$ cat config.mk
export PLATFORM = sky130hd
export DESIGN_NAME = multiplicador_secuencial_4bits_flat
export DESIGN_NICKNAME = d
export VERILOG_FILES = /design/src/rtl/multiplicador_secuencial_4bits_pkg.sv /design/src/rtl/multiplicador_secuencial_4bits_if.sv /design/src/rtl/multiplicador_secuencial_4bits_sumador.sv /design/src/rtl/multiplicador_secuencial_4bits.sv /design/src/flat_wrapper.sv
export SDC_FILE = /design/constraint.sdc
export NUM_CORES = 1
export LEC_CHECK = 0
export CAP_MARGIN = 0
export CELL_PAD_IN_SITES_DETAIL_PLACEMENT = 0
export CELL_PAD_IN_SITES_GLOBAL_PLACEMENT = 1
export CORE_MARGIN = 2
export CORE_UTILIZATION = 39
export CTS_CLUSTER_DIAMETER = 120
export DETAILED_ROUTE_END_ITERATION = 12
export PLACE_DENSITY_LB_ADDON = 0.2
export SYNTH_ARGS = -nofsm -noshare
export SYNTH_HDL_FRONTEND = slang
export SYNTH_SLANG_ARGS = --single-unit
$ cat constraint.sdc
create_clock -name clk -period 2.2 [get_ports clk]
set_clock_uncertainty 0.1 [all_clocks]
set_input_delay 0.22 -clock clk [delete_from_list [all_inputs] [get_ports clk]]
set_output_delay 0.22 -clock clk [all_outputs]
set_load 0.02 [all_outputs]
$ cat src/rtl/multiplicador_secuencial_4bits_pkg.sv
// Shared types and constants for the 4x4 sequential shift-and-add multiplier.
package multiplicador_pkg;

  localparam int PASOS      = 4;
  localparam int ANCHO_OP   = 4;
  localparam int ANCHO_PROD = 8;

  typedef enum logic [1:0] {
    REPOSO  = 2'b00,
    CALCULA = 2'b01,
    FIN     = 2'b10
  } estado_t;

endpackage

$ cat src/rtl/multiplicador_secuencial_4bits_if.sv
// Operand/result bus of the sequential multiplier.
// The master drives the start request and operands.
// The slave returns the product and the status flags.
interface multiplicador_secuencial_4bits_if;
  import multiplicador_pkg::*;

  logic                  inicio;
  logic [ANCHO_OP-1:0]   A;
  logic [ANCHO_OP-1:0]   B;
  logic [ANCHO_PROD-1:0] producto;
  logic                  listo;
  logic                  ocupado;

  modport master (
    output inicio, A, B,
    input  producto, listo, ocupado
  );

  modport slave (
    input  inicio, A, B,
    output producto, listo, ocupado
  );

endinterface

$ cat src/rtl/multiplicador_secuencial_4bits_sumador.sv
// 4-bit unsigned ripple adder.
// It exposes its carry-out so that callers can keep the full 5-bit sum.
module Sumador4_Bits (
  input  logic [3:0] X,
  input  logic [3:0] Y,
  output logic [3:0] Salida,
  output logic       CarriSalida
);

  assign {CarriSalida, Salida} = {1'b0, X} + {1'b0, Y};

endmodule

$ cat src/rtl/multiplicador_secuencial_4bits.sv
// Sequential 4x4 unsigned multiplier, one shift-and-add step per clock.
// The high half of P accumulates partial products.
// The low half of P holds the multiplier bits not yet consumed.
module multiplicador_secuencial_4bits
  import multiplicador_pkg::*;
(
  input  logic                                  clk,
  input  logic                                  rst_n,
  multiplicador_secuencial_4bits_if.slave       bus
);

  estado_t               estado;
  estado_t               estado_sig;

  logic [ANCHO_OP-1:0]   m;
  logic [ANCHO_PROD-1:0] p;
  logic [1:0]            cnt;
  logic [ANCHO_PROD-1:0] producto_q;

  logic                  carga;
  logic                  paso;
  logic                  ultimo;

  logic [ANCHO_OP-1:0]   suma;
  logic                  acarreo;
  logic [ANCHO_OP-1:0]   s_sel;
  logic                  c_sel;
  logic [ANCHO_PROD-1:0] p_sig;

  // The adder always sees M; a zero multiplier bit selects the unchanged accumulator instead.
  Sumador4_Bits u_sumador (
    .X           (p[7:4]),
    .Y           (m),
    .Salida      (suma),
    .CarriSalida (acarreo)
  );

  // Choose the partial sum, then shift right with the carry landing in bit 7.
  always_comb begin
    c_sel = 1'b0;
    s_sel = p[7:4];
    if (p[0]) begin
      c_sel = acarreo;
      s_sel = suma;
    end
    p_sig = {c_sel, s_sel, p[3:1]};
  end

  // State register.
  always_ff @(posedge clk or negedge rst_n) begin
    if (!rst_n) begin
      estado <= REPOSO;
    end else begin
      estado <= estado_sig;
    end
  end

  // Next-state logic and the load/step controls; a start request is honoured only in REPOSO.
  always_comb begin
    estado_sig = estado;
    carga      = 1'b0;
    paso       = 1'b0;
    ultimo     = 1'b0;
    case (estado)
      REPOSO: begin
        if (bus.inicio) begin
          carga      = 1'b1;
          estado_sig = CALCULA;
        end
      end
      CALCULA: begin
        paso = 1'b1;
        if (cnt == 2'(PASOS - 1)) begin
          ultimo     = 1'b1;
          estado_sig = FIN;
        end
      end
      FIN: begin
        estado_sig = REPOSO;
      end
      default: begin
        estado_sig = REPOSO;
      end
    endcase
  end

  // Operand capture, shift register, step counter and the result register.
  always_ff @(posedge clk or negedge rst_n) begin
    if (!rst_n) begin
      m          <= '0;
      p          <= '0;
      cnt        <= '0;
      producto_q <= '0;
    end else if (carga) begin
      m   <= bus.A;
      p   <= {{(ANCHO_PROD - ANCHO_OP){1'b0}}, bus.B};
      cnt <= '0;
    end else if (paso) begin
      p   <= p_sig;
      cnt <= cnt + 2'd1;
      if (ultimo) begin
        producto_q <= p_sig;
      end
    end
  end

  assign bus.producto = producto_q;
  assign bus.listo    = (estado == FIN);
  assign bus.ocupado  = (estado != REPOSO);

endmodule

$ cat src/flat_wrapper.sv
// flat-port wrapper written by rule: the top's interface ports become plain ports
module multiplicador_secuencial_4bits_flat import multiplicador_pkg::*;
  (clk, rst_n, bus_inicio, bus_A, bus_B, bus_producto, bus_listo, bus_ocupado);
  multiplicador_secuencial_4bits_if bus_i ();
  input  logic clk;
  input  logic rst_n;
  input wire logic [$bits(bus_i.inicio)-1:0] bus_inicio;
  input wire logic [$bits(bus_i.A)-1:0] bus_A;
  input wire logic [$bits(bus_i.B)-1:0] bus_B;
  output wire logic [$bits(bus_i.producto)-1:0] bus_producto;
  output wire logic [$bits(bus_i.listo)-1:0] bus_listo;
  output wire logic [$bits(bus_i.ocupado)-1:0] bus_ocupado;
  assign bus_i.inicio = bus_inicio;
  assign bus_i.A = bus_A;
  assign bus_i.B = bus_B;
  assign bus_producto = bus_i.producto;
  assign bus_listo = bus_i.listo;
  assign bus_ocupado = bus_i.ocupado;
  multiplicador_secuencial_4bits u_core (.clk(clk), .rst_n(rst_n), .bus(bus_i));
endmodule
==> results.cfg, run 1 <==
[clock_network]
clock_sinks = 24
cts_setup_buffers = 0
path_clk_slew_ns = 0.13
cts_tree = yes
cts_resized = 0
cts_buffer_depth = 2
htree_levels = 1
ctsHoldBuffers = 0
root_buffer = clkbuf_4
clk_latency_ns = 0.31
cts_buffers = 3

[finish]
area_growth_pct = 22.7
fill_cells = 264
fin_cells = 150
antenna_cells = 0
seqCellArea_um2 = 601
final_area_um2 = 1370
multi_input_area_um2 = 484
layout-drive-gt1-share_pct = 11.8
nNetsFinal = 138
final_cell_mix = 24 x dfrtp_1, 20 x clkdlybuf4s50_1, 19 x nand2_1, 6 x o21ai_1
final_common_cell = dfrtp_1

[grt]
grt.total_usage_pct = 14.4
grt_pass1_vias = 742
grt_pass1_wl_um = 3640
grt_start_max_net_pins = 25
grt_overflow = 0
antenna_found_initial = 0

[routing]
detail_route.first_pass.iterations = 3
wl_per_cell_um = 13.4
drt_iter0_drc = 5
vias_per_cell = 5.16
route.antenna.remaining_nets = 0
wirelength_um = 2010
drcViolationCount = 0
num_vias = 774

[hold_path]
hold_class = input pin to asynchronous set/reset pin

[worst_setup_path]
path_delay_family = buffers and inverters
crit_chain = or2_2 -> clkdlybuf4s50_1
rrSetupSlack_ns = 0.37
r2r_end = u_core.bus.producto[6]
endpoint_kind = primary output
cp_max_fo = 5
path_buf_inv = 1
worst_path_max_delay_cell = clkdlybuf4s50_1
start_kind = flop
slowest_delay_ns = 0.54
cp.required_ns = 1.88
worstSetupEndpoint = bus_ocupado
r2r_start = u_core.p[6]
rr_worst_depth = 5
crit_type = flop to primary output
cp.depth = 2
cp-startpoint = u_core.estado[0]
cp.arrival_ns = 1.62

[placed_design]
place_inst = 147
port_buffers = 20
place_ws_ns = 0.362
gp_congestion = 0.745
hpwlAfterDp_um = 1490
place_area_um2 = 1340

[timing]
final-hold-violation-count = 0
rsz0062_at_grt = false
min_period_ns = 1.94
worst_pin_slew_ns = 0.433
setup_slack_ns = 0.264
finalMaxSlewViolations = 0
finalSetupTns_ns = 0
finalSetupViolCount = 0
period_share_pct = 88.0
max_freq_mhz = 517
slew_headroom_pct = 71.1

[synth]
ys_seq_area_share_pct = 54.0
avgSynthCellArea_um2 = 11.4
yosys_warnings = 0
syn_area_um2 = 1110
ys_ff_latch = 24
ys_types = 31
syn_nets = 115
netlist_instances = 98

[floorplan]
fp.dieW_um = 57.4
rows = 19
dieArea_um2 = 3300
io_pins = 21
dieHeight_um = 57.4
design.core.area_um2 = 2730
initial_core_util_pct = 40.7

[power]
power_leakage_nw = 0.619
irDropWorstVdd_mv = 0.896
p_per_area_nw_per_um2 = 1460

[outcome]
status = finished clean

[job]
maxCapViolCount = 0
## power by group
group          switching [mW]  internal (mW)  total [mW]
logic                   0.512          0.489        1.00
clock network           0.127         0.0639       0.191
registers               0.159          0.646       0.805
total                   0.798           1.20        2.00
## Yosys cell counts, drive strengths merged
master  instances  area share (%)
a22oi           3             2.0
nand2b          1            0.56
or3             1            0.56
a221o           1            0.90
mux2            7             7.1
xnor2           1            0.79
a21o            1            0.79
nand2          20             7.0
ha              5             5.6
o22ai           3             1.7
mux2i           2             1.8
dfrtp          24              54
or2             1            0.56
nor2            2            0.90
nor3b           1             1.7
and2b           1            0.90
buf             3             1.8
nor2b           3             1.7
inv             1            0.34
fa              1             1.8
and3            1            0.56
a21oi           1            0.45
o21ai          11             4.9
clkbuf          1            0.34
o21bai          1            0.68
a31oi           1            0.56
## worst min-delay path by stage
stage | depth (start not counted) | start | end | slack [ns]
2_1_floorplan | 0 | rst_n | u_core.bus.producto[0] | -0.18
3_3_place_gp | 2 | u_core.bus.producto[3] | u_core.bus.producto[3] | 0.36
3_5_place_dp | 2 | u_core.bus.producto[3] | u_core.bus.producto[3] | 0.37
4_1_cts | 2 | rst_n | u_core.bus.producto[4] | 0.16
5_1_grt | 2 | rst_n | u_core.bus.producto[2] | 0.16
6_report | 2 | rst_n | u_core.bus.producto[4] | 0.15
## layer usage
| metal | up-vias | wire length (um) | global-route usage, % |
|---|---|---|---|
| li1 | 387 | - | - |
| met1 | 366 | 992 | 20.7 |
| met2 | 17 | 878 | 20.8 |
| met3 | 4 | 87 | 3.17 |
| met4 | 0 | 46 | 5.98 |
| met5 | - | 0 | 0 |
## state kept, by name (all words and copies together) (netlist names)
signal,count
u_core.p,8
u_core.estado,2
u_core.bus.producto,8
u_core.m,4
u_core.cnt,2
## area by class of cell
type                       instances  area share (%)
clock buffer                       3            1.65
inverter                           1           0.275
multi-input combinational         69            35.5
sequential                        24            44.0
tap                               31            2.84
timing repair buffer              22            15.8
## cell families after synthesis
| group | after synthesis | synth area share (%) |
|---|---|---|
| mux | 9 | 8.89 |
| simple gates | 31 | 14.4 |
| xor+xnor | 1 | 0.788 |
| compound gates | 22 | 12.0 |
| flops | 24 | 54.0 |
| fa+ha+maj | 6 | 7.42 |
| buf+inv | 5 | 2.47 |
## worst reg2reg max path: cells and delay by family, from the launching register on
kind / cells / cell delay [ns]
flops: 1 / 0.43
fa+ha+maj: 1 / 0.36
compound gates: 2 / 0.33
simple gates: 2 / 0.51
## per-stage QoR
stage	utilization (%)	power (mW)	hold slack (ns)
final	49.9	2.00	0.148
after global routing	49.9	2.20	0.162
after CTS	49.9	2.02	0.155
after detailed placement	49.1	1.83	0.370
after global placement	49.1	1.80	0.360
after floorplan	-	1.50	-0.176
Note: power is estimated with default switching activity, not from simulation.
==> run 2, diff against run 1 <==
--- a/config.mk
+++ b/config.mk
@@ -5,14 +5,15 @@
 export SDC_FILE = /design/constraint.sdc
 export NUM_CORES = 1
 export LEC_CHECK = 0
-export CAP_MARGIN = 0
+export CAP_MARGIN = 20
 export CELL_PAD_IN_SITES_DETAIL_PLACEMENT = 0
 export CELL_PAD_IN_SITES_GLOBAL_PLACEMENT = 1
 export CORE_MARGIN = 2
 export CORE_UTILIZATION = 39
 export CTS_CLUSTER_DIAMETER = 120
 export DETAILED_ROUTE_END_ITERATION = 12
-export PLACE_DENSITY_LB_ADDON = 0.2
+export PLACE_DENSITY = 0.73
+export SLEW_MARGIN = 20
 export SYNTH_ARGS = -nofsm -noshare
 export SYNTH_HDL_FRONTEND = slang
 export SYNTH_SLANG_ARGS = --single-unit
==> results.cfg, run 2 (synthesis results as in run 1) <==
[outcome]
status = finished clean

[worst_setup_path]
cp_max_fo = 5
cp.arrival_ns = 1.64
start_kind = flop
crit_type = flop to primary output
endpoint_kind = primary output
cp.required_ns = 1.88

[hold_path]
hold_class = input pin to asynchronous set/reset pin

[clock_network]
root_buffer = clkbuf_4
clk_latency_ns = 0.31
cts_buffers = 3
cts_buffer_depth = 2
cts_tree = yes
htree_levels = 1
cts_resized = 0
clock_sinks = 24
cts_setup_buffers = 0
path_clk_slew_ns = 0.13
ctsHoldBuffers = 0

[power]
power_leakage_nw = 0.631
p_per_area_nw_per_um2 = 1470
irDropWorstVdd_mv = 0.700
p_total_mw = 2.04

[placed_design]
hpwlAfterDp_um = 1530
gp_congestion = 0.712
port_buffers = 20
place_area_um2 = 1350

[finish]
layout-drive-gt1-share_pct = 13.2
nNetsFinal = 139
antenna_cells = 0
final_area_um2 = 1390
final_util_pct = 50.7
final_common_cell = dfrtp_1
final_cell_mix = 24 x dfrtp_1, 20 x clkdlybuf4s50_1, 19 x nand2_1, 6 x o21ai_1
area_growth_pct = 24.6
fill_cells = 258

[timing]
period_share_pct = 89.0
finalMaxSlewViolations = 0
finalSetupTns_ns = 0
max_freq_mhz = 511
slew_headroom_pct = 72.2
worst_pin_slew_ns = 0.417
final-hold-violation-count = 0
min_period_ns = 1.96
rsz0062_at_grt = false
finalSetupViolCount = 0

[floorplan]
design.core.area_um2 = 2730
rows = 19
dieHeight_um = 57.4
fp.dieW_um = 57.4
dieArea_um2 = 3300
io_pins = 21
initial_core_util_pct = 40.7

[routing]
detail_route.first_pass.iterations = 4
route.antenna.remaining_nets = 0
wirelength_um = 2020
wl_per_cell_um = 13.3
vias_per_cell = 5.23
num_vias = 795
drcViolationCount = 0
drt_iter0_drc = 23

[grt]
antenna_found_initial = 0
grt_pass1_vias = 774
grt.total_usage_pct = 14.6
grt_pass1_wl_um = 3640
grt_start_max_net_pins = 25
grt_overflow = 0

[job]
maxCapViolCount = 0
==> run 2: final cells by class <==
class	count	area, um^2	area share (%)
Timing Repair Buffer	23	223	16.1
Inverter	1	3.75	0.271
Tap cell	31	38.8	2.80
Multi-Input combinational cell	69	484	34.9
Clock buffer	4	36.3	2.62
Sequential cell	24	601	43.3
==> run 2: path summary, 6_finish.rpt <==
check | startpoint | to | slack, ns | cells after the start
worst max-delay path | u_core.estado[0] | bus_ocupado | 0.24 | 2
worst min-delay path | rst_n | u_core.bus.producto[4] | 0.15 | 2
worst max register to register | u_core.p[6] | u_core.p[6] | 0.39 | 5
worst min register to register | u_core.bus.producto[5] | u_core.bus.producto[5] | 0.40 | 2
max in group asynchronous | rst_n | u_core.bus.producto[3] | 1.62 | 2
min in group clk | bus_A[2] | u_core.m[2] | 0.39 | 2
==> run 2: power by group <==
group / internal, mW / leakage, nW / switching, mW
sequential: 0.646 / 0.300 / 0.167
clock: 0.101 / 0.0210 / 0.131
combinational: 0.495 / 0.310 / 0.501
total: 1.24 / 0.631 / 0.798
==> run 2: metal layers <==
layer / track usage [%] / share of wire [%] / up-vias
li1: - / - / 387
met1: 20.2 / 49 / 384
met2: 22.6 / 45 / 20
met3: 2.72 / 3.8 / 4
met4: 5.98 / 1.6 / 0
met5: 0 / 0 / -
==> run 2: critical path, cell delays in order (launching register included) <==
cell,delay (ns)
dfrtp_1,0.47
or2_2,0.32
clkdlybuf4s50_1,0.54
==> run 2: per-stage QoR <==
step / hold WS, ns / instances / worst slack [ns]
floorplan: -0.176 / 98 / 0.519
global placement: 0.365 / 148 / 0.388
detailed placement: 0.375 / 148 / 0.385
CTS: 0.167 / 152 / 0.231
global route: 0.154 / 152 / 0.171
finish: 0.152 / 152 / 0.243
